`src/rtl/cva6_icache_data_pkg.sv`:
```
// Shared types for the instruction-cache data-array controller.
//   state_e : controller FSM states (idle, read response pending, response held)
//   ways_t  : one-hot way vector for the default four-way configuration
package cva6_icache_data_pkg;

    typedef enum logic [1:0] {
        IDLE    = 2'd0,
        RD_WAIT = 2'd1,
        HOLD    = 2'd2
    } state_e;

    localparam int unsigned DefaultWayCount = 4;

    typedef logic [DefaultWayCount-1:0] ways_t;

endpackage

```
`src/rtl/cva6_icache_data_if.sv`:
```
// Bus bundle between the cache front end, the refill engine and the data SRAMs.
//   read request : rd_valid_i, rd_ready_o, rd_addr_i
//   read response: rd_way_i, rsp_valid_o, rsp_ready_i, rsp_data_o, rsp_hit_o, rsp_err_o
//   refill       : fill_valid_i, fill_ready_o, fill_addr_i, fill_way_i, fill_data_i
//   kill         : flush_i
//   SRAM         : sram_req_o, sram_we_o, sram_addr_o, sram_wdata_o, sram_be_o, sram_rdata_i
// Suffixes are from the controller's point of view; modport slave is the
// controller, modport master is everything around it.
interface cva6_icache_data_if #(
    parameter int unsigned NumWords  = 1024,
    parameter int unsigned DataWidth = 128,
    parameter int unsigned WayCount  = 4
);
    localparam int unsigned AddrWidth = (NumWords > 1) ? $clog2(NumWords) : 1;
    localparam int unsigned BeWidth   = (DataWidth + 7) / 8;

    logic                                 rd_valid_i;
    logic                                 rd_ready_o;
    logic [AddrWidth-1:0]                 rd_addr_i;

    logic [WayCount-1:0]                  rd_way_i;
    logic                                 rsp_valid_o;
    logic                                 rsp_ready_i;
    logic [DataWidth-1:0]                 rsp_data_o;
    logic                                 rsp_hit_o;
    logic                                 rsp_err_o;

    logic                                 fill_valid_i;
    logic                                 fill_ready_o;
    logic [AddrWidth-1:0]                 fill_addr_i;
    logic [WayCount-1:0]                  fill_way_i;
    logic [DataWidth-1:0]                 fill_data_i;

    logic                                 flush_i;

    logic [WayCount-1:0]                  sram_req_o;
    logic                                 sram_we_o;
    logic [AddrWidth-1:0]                 sram_addr_o;
    logic [DataWidth-1:0]                 sram_wdata_o;
    logic [BeWidth-1:0]                   sram_be_o;
    logic [WayCount-1:0][DataWidth-1:0]   sram_rdata_i;

    modport slave (
        input  rd_valid_i, rd_addr_i,
        output rd_ready_o,
        input  rd_way_i, rsp_ready_i,
        output rsp_valid_o, rsp_data_o, rsp_hit_o, rsp_err_o,
        input  fill_valid_i, fill_addr_i, fill_way_i, fill_data_i,
        output fill_ready_o,
        input  flush_i,
        output sram_req_o, sram_we_o, sram_addr_o, sram_wdata_o, sram_be_o,
        input  sram_rdata_i
    );

    modport master (
        output rd_valid_i, rd_addr_i,
        input  rd_ready_o,
        output rd_way_i, rsp_ready_i,
        input  rsp_valid_o, rsp_data_o, rsp_hit_o, rsp_err_o,
        output fill_valid_i, fill_addr_i, fill_way_i, fill_data_i,
        input  fill_ready_o,
        output flush_i,
        input  sram_req_o, sram_we_o, sram_addr_o, sram_wdata_o, sram_be_o,
        output sram_rdata_i
    );

endinterface

```
`src/rtl/cva6_icache_way_sel.sv`:
```
// Combinational way multiplexer with hit and multi-hit detection.
//   rdata : per-way SRAM read rows
//   way   : tag-compare result, expected one-hot
//   data  : OR of rows whose way bit is set (zero when nothing hits)
//   hit   : at least one way bit set
//   err   : more than one way bit set
module cva6_icache_way_sel #(
    parameter int unsigned DataWidth = 128,
    parameter int unsigned WayCount  = 4
) (
    input  logic [WayCount-1:0][DataWidth-1:0] rdata,
    input  logic [WayCount-1:0]                way,
    output logic [DataWidth-1:0]               data,
    output logic                               hit,
    output logic                               err
);

    always_comb begin
        data = '0;
        hit  = 1'b0;
        err  = 1'b0;
        for (int unsigned w = 0; w < WayCount; w++) begin
            if (way[w]) begin
                data = data | rdata[w];
                // A second set bit after one has already been seen is a multi-hit.
                if (hit) begin
                    err = 1'b1;
                end
                hit = 1'b1;
            end
        end
    end

endmodule

```
`src/rtl/cva6_icache_data_ctrl.sv`:
```
// Instruction-cache data-array controller.
//   clk_i, rst_i : clock and synchronous active-high reset
//   bus (slave)  : read request/response, refill write, flush and SRAM ports
// Refills always win the SRAM; reads are accepted only when no refill or
// flush is present and the response path can advance. The response comes
// straight from the SRAM one cycle after accept, or from hold registers
// when the consumer stalls.
module cva6_icache_data_ctrl
    import cva6_icache_data_pkg::*;
#(
    parameter int unsigned NumWords  = 1024,
    parameter int unsigned DataWidth = 128,
    parameter int unsigned WayCount  = 4
) (
    input  logic                 clk_i,
    input  logic                 rst_i,
    cva6_icache_data_if.slave    bus
);

    localparam int unsigned AddrWidth = (NumWords > 1) ? $clog2(NumWords) : 1;
    localparam int unsigned BeWidth   = (DataWidth + 7) / 8;

    state_e                 state;
    state_e                 state_next;

    logic                   rd_ready;
    logic                   rd_fire;
    logic                   capture;

    logic [DataWidth-1:0]   sel_data;
    logic                   sel_hit;
    logic                   sel_err;

    logic [DataWidth-1:0]   hold_data;
    logic                   hold_hit;
    logic                   hold_err;

    cva6_icache_way_sel #(
        .DataWidth (DataWidth),
        .WayCount  (WayCount)
    ) u_way_sel (
        .rdata (bus.sram_rdata_i),
        .way   (bus.rd_way_i),
        .data  (sel_data),
        .hit   (sel_hit),
        .err   (sel_err)
    );

    always_ff @(posedge clk_i) begin
        if (rst_i) begin
            state     <= IDLE;
            hold_data <= '0;
            hold_hit  <= 1'b0;
            hold_err  <= 1'b0;
        end else begin
            state <= state_next;
            if (capture) begin
                hold_data <= sel_data;
                hold_hit  <= sel_hit;
                hold_err  <= sel_err;
            end
        end
    end

    always_comb begin
        rd_ready = !bus.fill_valid_i && !bus.flush_i &&
                   ((state == IDLE) || ((state == RD_WAIT) && bus.rsp_ready_i));
        rd_fire  = bus.rd_valid_i && rd_ready;

        bus.rd_ready_o   = rd_ready;
        bus.fill_ready_o = 1'b1;

        bus.sram_req_o   = '0;
        bus.sram_we_o    = 1'b0;
        bus.sram_addr_o  = '0;
        bus.sram_wdata_o = '0;
        bus.sram_be_o    = '0;

        if (bus.fill_valid_i) begin
            bus.sram_req_o   = bus.fill_way_i;
            bus.sram_we_o    = 1'b1;
            bus.sram_addr_o  = bus.fill_addr_i;
            bus.sram_wdata_o = bus.fill_data_i;
            bus.sram_be_o    = '1;
        end else if (rd_fire) begin
            bus.sram_req_o  = '1;
            bus.sram_addr_o = bus.rd_addr_i;
        end

        state_next      = state;
        capture         = 1'b0;
        bus.rsp_valid_o = 1'b0;
        bus.rsp_data_o  = '0;
        bus.rsp_hit_o   = 1'b0;
        bus.rsp_err_o   = 1'b0;

        case (state)
            IDLE: begin
                if (rd_fire) begin
                    state_next = RD_WAIT;
                end
            end
            RD_WAIT: begin
                // Reset in this cycle drops the pending response outright.
                bus.rsp_valid_o = !bus.flush_i && !rst_i;
                bus.rsp_data_o  = sel_data;
                bus.rsp_hit_o   = sel_hit;
                bus.rsp_err_o   = sel_err;
                if (bus.flush_i) begin
                    state_next = IDLE;
                end else if (!bus.rsp_ready_i) begin
                    capture    = 1'b1;
                    state_next = HOLD;
                end else if (rd_fire) begin
                    state_next = RD_WAIT;
                end else begin
                    state_next = IDLE;
                end
            end
            HOLD: begin
                bus.rsp_valid_o = !bus.flush_i && !rst_i;
                bus.rsp_data_o  = hold_data;
                bus.rsp_hit_o   = hold_hit;
                bus.rsp_err_o   = hold_err;
                if (bus.flush_i || bus.rsp_ready_i) begin
                    state_next = IDLE;
                end
            end
            default: begin
                state_next = IDLE;
            end
        endcase
    end

endmodule

```
`src/flat_wrapper.sv`:
```
// flat-port wrapper written by rule: the top's interface ports become plain ports
module cva6_icache_data_ctrl_flat import cva6_icache_data_pkg::*;
#(
    parameter int unsigned NumWords  = 1024,
    parameter int unsigned DataWidth = 128,
    parameter int unsigned WayCount  = 4
)
  (clk_i, rst_i, bus_rd_valid_i, bus_rd_addr_i, bus_rd_ready_o, bus_rd_way_i, bus_rsp_ready_i, bus_rsp_valid_o, bus_rsp_data_o, bus_rsp_hit_o, bus_rsp_err_o, bus_fill_valid_i, bus_fill_addr_i, bus_fill_way_i, bus_fill_data_i, bus_fill_ready_o, bus_flush_i, bus_sram_req_o, bus_sram_we_o, bus_sram_addr_o, bus_sram_wdata_o, bus_sram_be_o, bus_sram_rdata_i);
  cva6_icache_data_if #(.NumWords(NumWords), .DataWidth(DataWidth), .WayCount(WayCount)) bus_i ();
  input  logic clk_i;
  input  logic rst_i;
  input wire logic [$bits(bus_i.rd_valid_i)-1:0] bus_rd_valid_i;
  input wire logic [$bits(bus_i.rd_addr_i)-1:0] bus_rd_addr_i;
  output wire logic [$bits(bus_i.rd_ready_o)-1:0] bus_rd_ready_o;
  input wire logic [$bits(bus_i.rd_way_i)-1:0] bus_rd_way_i;
  input wire logic [$bits(bus_i.rsp_ready_i)-1:0] bus_rsp_ready_i;
  output wire logic [$bits(bus_i.rsp_valid_o)-1:0] bus_rsp_valid_o;
  output wire logic [$bits(bus_i.rsp_data_o)-1:0] bus_rsp_data_o;
  output wire logic [$bits(bus_i.rsp_hit_o)-1:0] bus_rsp_hit_o;
  output wire logic [$bits(bus_i.rsp_err_o)-1:0] bus_rsp_err_o;
  input wire logic [$bits(bus_i.fill_valid_i)-1:0] bus_fill_valid_i;
  input wire logic [$bits(bus_i.fill_addr_i)-1:0] bus_fill_addr_i;
  input wire logic [$bits(bus_i.fill_way_i)-1:0] bus_fill_way_i;
  input wire logic [$bits(bus_i.fill_data_i)-1:0] bus_fill_data_i;
  output wire logic [$bits(bus_i.fill_ready_o)-1:0] bus_fill_ready_o;
  input wire logic [$bits(bus_i.flush_i)-1:0] bus_flush_i;
  output wire logic [$bits(bus_i.sram_req_o)-1:0] bus_sram_req_o;
  output wire logic [$bits(bus_i.sram_we_o)-1:0] bus_sram_we_o;
  output wire logic [$bits(bus_i.sram_addr_o)-1:0] bus_sram_addr_o;
  output wire logic [$bits(bus_i.sram_wdata_o)-1:0] bus_sram_wdata_o;
  output wire logic [$bits(bus_i.sram_be_o)-1:0] bus_sram_be_o;
  input wire logic [$bits(bus_i.sram_rdata_i)-1:0] bus_sram_rdata_i;
  assign bus_i.rd_valid_i = bus_rd_valid_i;
  assign bus_i.rd_addr_i = bus_rd_addr_i;
  assign bus_rd_ready_o = bus_i.rd_ready_o;
  assign bus_i.rd_way_i = bus_rd_way_i;
  assign bus_i.rsp_ready_i = bus_rsp_ready_i;
  assign bus_rsp_valid_o = bus_i.rsp_valid_o;
  assign bus_rsp_data_o = bus_i.rsp_data_o;
  assign bus_rsp_hit_o = bus_i.rsp_hit_o;
  assign bus_rsp_err_o = bus_i.rsp_err_o;
  assign bus_i.fill_valid_i = bus_fill_valid_i;
  assign bus_i.fill_addr_i = bus_fill_addr_i;
  assign bus_i.fill_way_i = bus_fill_way_i;
  assign bus_i.fill_data_i = bus_fill_data_i;
  assign bus_fill_ready_o = bus_i.fill_ready_o;
  assign bus_i.flush_i = bus_flush_i;
  assign bus_sram_req_o = bus_i.sram_req_o;
  assign bus_sram_we_o = bus_i.sram_we_o;
  assign bus_sram_addr_o = bus_i.sram_addr_o;
  assign bus_sram_wdata_o = bus_i.sram_wdata_o;
  assign bus_sram_be_o = bus_i.sram_be_o;
  assign bus_i.sram_rdata_i = bus_sram_rdata_i;
  cva6_icache_data_ctrl #(.NumWords(NumWords), .DataWidth(DataWidth), .WayCount(WayCount)) u_core (.clk_i(clk_i), .rst_i(rst_i), .bus(bus_i));
endmodule
```
`config.mk`:
```
export PLATFORM = sky130hd
export DESIGN_NAME = cva6_icache_data_ctrl_flat
export DESIGN_NICKNAME = d
export VERILOG_FILES = /design/src/rtl/cva6_icache_data_pkg.sv /design/src/rtl/cva6_icache_data_if.sv /design/src/rtl/cva6_icache_way_sel.sv /design/src/rtl/cva6_icache_data_ctrl.sv /design/src/flat_wrapper.sv
export SDC_FILE = /design/constraint.sdc
export NUM_CORES = 1
export LEC_CHECK = 0
export BUFFER_PORTS_ARGS = -buffer_cell sky130_fd_sc_hd__buf_2
export CORE_AREA = 3 3 380 382
export CTS_BUF_LIST = sky130_fd_sc_hd__clkbuf_16
export CTS_CLUSTER_DIAMETER = 60
export DETAILED_ROUTE_END_ITERATION = 6
export DIE_AREA = 0 0 383 385
export GPL_ROUTABILITY_DRIVEN = 0
export GPL_TIMING_DRIVEN = 0
export MAX_ROUTING_LAYER = met4
export PLACE_DENSITY = 0.32
export SYNTH_ARGS = -nofsm -noshare
export SYNTH_HDL_FRONTEND = slang
export SYNTH_SLANG_ARGS = --single-unit
```
`constraint.sdc`:
```
create_clock -name clk_i -period 1.5 [get_ports clk_i]
set_input_delay 0.075 -clock clk_i [delete_from_list [all_inputs] [get_ports clk_i]]
set_output_delay 0.075 -clock clk_i [all_outputs]
set_load 0.05 [all_outputs]
```
* Yosys cells after proc, flatten, opt, wreduce, memory -nomap -nowiden
Cells that the tools add are included.
** Word-level totals
- Memories kept :: 0
- Latch bits :: 0
- Memory bits (read-only) :: 0
- Word-level logic and storage cells :: 58
- Bits of input ports :: 674
- Register bits :: 132
- Memory bits (writable) :: 0
- Output and inout bits :: 292
** Operators by class
- Div/mod/pow operators :: 0
- Eq/ne operators :: 4
- Multiplexer cells :: 34
- Reductions and logical operators :: 13
- Add/subtract/negate cells :: 0
- Order comparisons :: 0
- Shifts and indexed selects :: 0
- Multiply operators :: 0
- Bitwise logic cells :: 3
** Operator list (number)
- 2-to-1 mux 128 bit :: 5
- bitwise OR 128 bit :: 3
- one-hot mux 128 bit (2 select lines) :: 1
- 2-to-1 mux 10 bit :: 2
- 2-to-1 mux 1 bit :: 16
- 2-to-1 mux 16 bit :: 1
- 2-to-1 mux 2 bit :: 4
- 2-to-1 mux 4 bit :: 2
- one-hot mux 2 bit (3 select lines) :: 1
- logical AND 1 bit :: 5
- inequality test 2 x 1 -> 1 bit, second input constant :: 2
- one-hot mux 1 bit (2 select lines) :: 2
- logical NOT 1 bit :: 3
- == test 2 x 1 -> 1 bit, second input constant :: 1
- == test 2 bit, second input constant :: 1
- logical NOT 2 bit :: 1
- logical OR 1 bit :: 2
- AND reduction 2 bit :: 1
- OR reduction 2 bit :: 1

* Depth between registers and ports, before layout
- Word-level depth :: 9
- Depth in mapped cells :: 8
- Mapped depth without buffers :: 5

* Hierarchy
Synthesis repeated with hierarchy kept, for this count alone.
** Second synthesis, totals
- Cell total of the unflattened synthesis :: 1521
- Area, all modules :: 11248.3 sq um
** By module, submodules not included
- cva6_icache_data_ctrl :: cells each 1073, times used 1, seq. area each 2642.5 sq um, area an instance 7796.2 sq um
- cva6_icache_way_sel :: cells each 448, times used 1, seq. area each 0.0 sq um, area an instance 3452.1 sq um

* Worst setup path before layout
OpenSTA, ideal clock, no wires.
- Path type :: reg-to-output
- Start :: register u_core.state[0]
- End :: output port bus_rsp_data_o[100]
- Stages on the path, launching flop included :: 6
- Arrival time :: 2.380 ns
- Data required time :: 1.425 ns
- Slack :: -0.955 ns
- Path through :: dfxtp_1 -> inv_1 -> ha_1 -> clkbuf_1 -> clkbuf_1 -> a21boi_0
** On the way
- Cells in the longest elaborated chain, start to end :: 2
- Elaborated cells between the ends (all ways) :: 3
** RTL lines
- start: declaration :: RTL line cva6_icache_data_ctrl.sv:23 : state_e state;
- start signal: assignment :: RTL line cva6_icache_data_ctrl.sv:56 : state <= state_next;
- == test 2 bit or == test 2 x 1 -> 1 bit (tied branches) :: RTL line cva6_icache_data_ctrl.sv:97 : case (state)
- one-hot mux 128 bit (2 select lines) (*) :: RTL line cva6_icache_data_ctrl.sv:97
- end: declaration :: RTL line flat_wrapper.sv:18 : output wire logic [$bits(bus_i.rsp_data_o)-1:0] bus_rsp_data_o;
Every way passes the cells marked *; elsewhere a longest branch is shown, timed or not.

* Worst setup path in the final report
- Start :: register u_core.state[0]
- End :: output port bus_rsp_data_o[80]
The elaborated chain is that of the path after synthesis.

==> metrics.md <==
| Metric | Value |
|---|---|
| Initial core utilization | `7.968%` |
| Final Cell Area | `25000 sq um` |
| Yosys top cell area share | `a little under a quarter` |
| DR WL/cell | `26.87 um` |
| Worst-Skew Late Latency | `0.53 ns` |
| Clock power frac | `approximately a third` |
| Fmax | `439.9 MHz` |
| Row cnt | `138` |
| Largest family of logic cells by synthesized area | `compound AO/OA/AOI/OAI gates` |
| Flop pwr share | `between 20% and 30%` |
| Via count of the first global-routing pass | `approximately 17000` |
| Post-synthesis adder-cell area fraction | `0.4219%` |
| Final Setup Violations | `between 300 and 400` |
| Int Power | `8.402 mW` |
| Total track usage | `roughly 16%` |
| Initial DRC count | `911` |
| Asr flop ratio synth | `0%` |
| Worst-path fanout max | `9` |
| Switching power | `6.107 mW` |
| Core area | `141400 sq um` |
| CP arrival | `2.20 ns` |
| Sequential area share after synthesis | `23.45%` |
| Pre-antenna DRT Iters | `4` |
| Via/cell ratio | `3.602` |
| Worst Skew | `0.01376 ns` |
| Peak supply drop | `around 0.0007 V` |
| Worst hold stages | `4` |
| CP required | `1.42 ns` |
| Final WS setup | `-0.7734 ns` |
| Synthesized area per cell | `approximately 7.4 sq um` |
| Distinct cells, synth | `32` |
| RR Startpoint | `u_core.state[1]` |
| Fin crit period | `about 2.3 ns` |
| Mapped Nets | `2195` |
| Reg2Reg Setup Slack | `-0.52 ns` |
| Min-delay src | `bus_sram_rdata_i[389]` |
| Initial antenna violation count | `49` |
| Post-Layout Cell Count | `4611` |
| Failing checks | `negative setup slack` |
| Post-Synth Simple-Gate Area | `about a fifth` |
| Final #Nets | `3356` |
| Reg-to-reg endpoint | `u_core.hold_data[69]` |
| Detailed Place HPWL | `99720 um` |
| First-pass GRT wire length | `between 150000 and 200000 um` |
| Area growth syn-to-layout | `121.9%` |
| Compound-Gate Fraction of Synth Area | `46.78%` |
| Largest net degree at the start of global routing | `19` |
| Synth warn | `0` |
| Startpoint Class | `flip-flop` |
| DRC | `0` |
| Area leader, netlist | `dfxtp_1` |
| Share of cells above drive strength 1 | `54.75%` |
| Die height | `385 um` |
| CTS H-tree lvls | `4` |
| #FFs+latches synth | `132` |
| Area post-placement | `19680 sq um` |
| Mapped cell area | `11270 sq um` |
| Synth Instances | `1518` |
| Hold Crit Class | `in2reg` |
| Ys flop type | `dfxtp_1` |
| Hold Fails Final Rpt | `0` |
| Commonest non-fill, non-tap cells in the layout | `buf_2, nor2_1, a22o_1` |
| Combinational share of power | `41.7%` |
| Mux cell area share after synthesis | `0.08883%` |
| Area of the multi-input gates | `9374 sq um` |
| Total CTS buffers | `17` |
| GR Overflow Total | `0` |
| Die X-Extent | `383 um` |
| Final worst path period share | `151.6%` |
| Max Cap Viol | `0` |
| Drt total wl | `123900 um` |
| Top cells by area, synth | `dfxtp_1, a22o_1, nor2_1, a21boi_0, and2_1` |
| Setup CP Type | `reg2out` |
| Die footprint | `about 150000 sq um` |
| Sw Share | `42.09%` |
| Launch point of the worst path | `u_core.state[0]` |
| Fin util | `around 18%` |
| Port buffer count | `958` |
| Placed Instances | `4367` |
| Outcome | `complete, but fails checks` |
| PD cells | `roughly 580 nW/um^2` |
| Max Slew Vio Count | `0` |
| Hold Path Sink | `u_core.hold_data[5]` |
| Worst Max-Slew Pin Slew | `1.054 ns` |
| Ports | `966` |
| Clk buf depth | `2` |
| Final ANT Viol Nets | `0` |
| Worst Setup End Kind | `output port` |
| CTS Root Cell | `clkbuf_16` |
| Worst-path clk slew | `~0.080 ns` |
| Register area | `2650 sq um` |
| Commonest non-fill, non-tap cell in the layout | `buf_2` |
| Leak pwr | `9.878 nW` |
| Post-synth EDFFs | `0` |
| CTS tree | `done` |
| Filler cells | `16080` |
| XOR/XNOR share of the synthesized area | `0%` |
| RSZ-0062 raised after global routing | `true` |
| Slew margin rel. | `29.71%` |
| Via count | `between 15000 and 20000` |
| R2R depth | `10` |
| Clock sink count | `132` |
[synth_stat cells (2+ instances only)]
cell type  count
a22o_1       266
nor2_1       259
buf_2         59
nand2_1      137
nand2b_1       6
a211oi_2      60
a21boi_0     129
and2_1       128
a211oi_1      69
clkbuf_1      88
ha_1           3
inv_1          2
nor3b_1        2
o21ai_0      129
dfxtp_1      132
buf_6          8
buf_4         25
a21oi_1        2
[cell type report]
class                   instances  share of cell area, %
clock inverters                15                 0.7306
plain buffers                 180                  7.146
diodes                         29                 0.2902
clock buffers                  17                  1.701
multi-input cells            1205                  37.49
well taps                    1890                  9.458
inverters                       2                0.05004
repair buffers               1141                  32.53
flip-flops and latches        132                  10.60
[cell families (layout without fill, tap and decap cells)]
group           after synthesis  count (layout)
compound gates              660             660
fa+ha+maj                     4               4
buf+inv                     182            1355
flops                       132             132
mux                           1               1
other cells                   1              30
simple gates                538             539
[what timing repair did]
| action | 4_1_cts | 5_1_grt |
|---|---|---|
| pin swaps | 49 | 46 |
| hold endpoints to repair | 95 | 0 |
| setup endpoints to repair | 348 | 349 |
| setup buffers | 7 | 9 |
| cloned | 14 | 17 |
| hold buffers | 136 | 0 |
| gates resized for setup | 578 | 223 |
[worst max-delay path, stage by stage (launching register included)]
cell,delay [ns]
dfxtp_4,0.37
inv_4,0.07
ha_2,0.19
buf_12,0.16
buf_16,0.17
clkbuf_16,0.18
nand2_2,0.07
a21boi_4,0.22
buf_6,0.19
[flip-flops by register name (all words and copies together), names as in the netlist]
register and count:
u_core.hold_err 1, u_core.hold_hit 1, u_core.hold_data 128, u_core.state 2
[worst max path at each step]
stage                               end  cells after the start
global route         bus_rsp_data_o[44]                      7
CTS                  bus_rsp_data_o[44]                      8
detailed placement  bus_rsp_data_o[127]                      7
finish               bus_rsp_data_o[80]                      8
floorplan           bus_rsp_data_o[100]                      6
global placement    bus_rsp_data_o[127]                      7
[power groups by stage]
stage | clock network, mW | logic, mW | registers, mW
floorplan | 0 | 2.76 | 3.69
global placement | 0 | 5.19 | 3.70
detailed placement | 0 | 5.20 | 3.70
CTS | 5.08 | 5.91 | 3.62
global route | 5.16 | 6.43 | 3.63
finish | 4.83 | 6.06 | 3.62
[metrics by stage]
stage / hold slack [ns] / power [mW] / setup WS, ns / setup TNS [ns]
CTS: -0.05965 / 14.62 / -0.8811 / -211.15
global route: 0.0005837 / 15.22 / -0.8806 / -210.36
floorplan: 0.2155 / 6.455 / -0.4016 / -16.12
finish: 0.01561 / 14.51 / -0.7734 / -176.00
detailed placement: 0.4560 / 8.903 / -1.975 / -297.22
global placement: 0.4559 / 8.889 / -1.992 / -303.66
[routing by layer]
layer	global-route usage, %	vias to the layer above	wire length, um
met5	-	-	0
met4	5.246	0	3052
met3	5.393	75	9275
met2	27.00	747	60110
met1	18.29	7891	51470
li1	-	7894	-
Note: power is estimated with default switching activity, not from simulation.
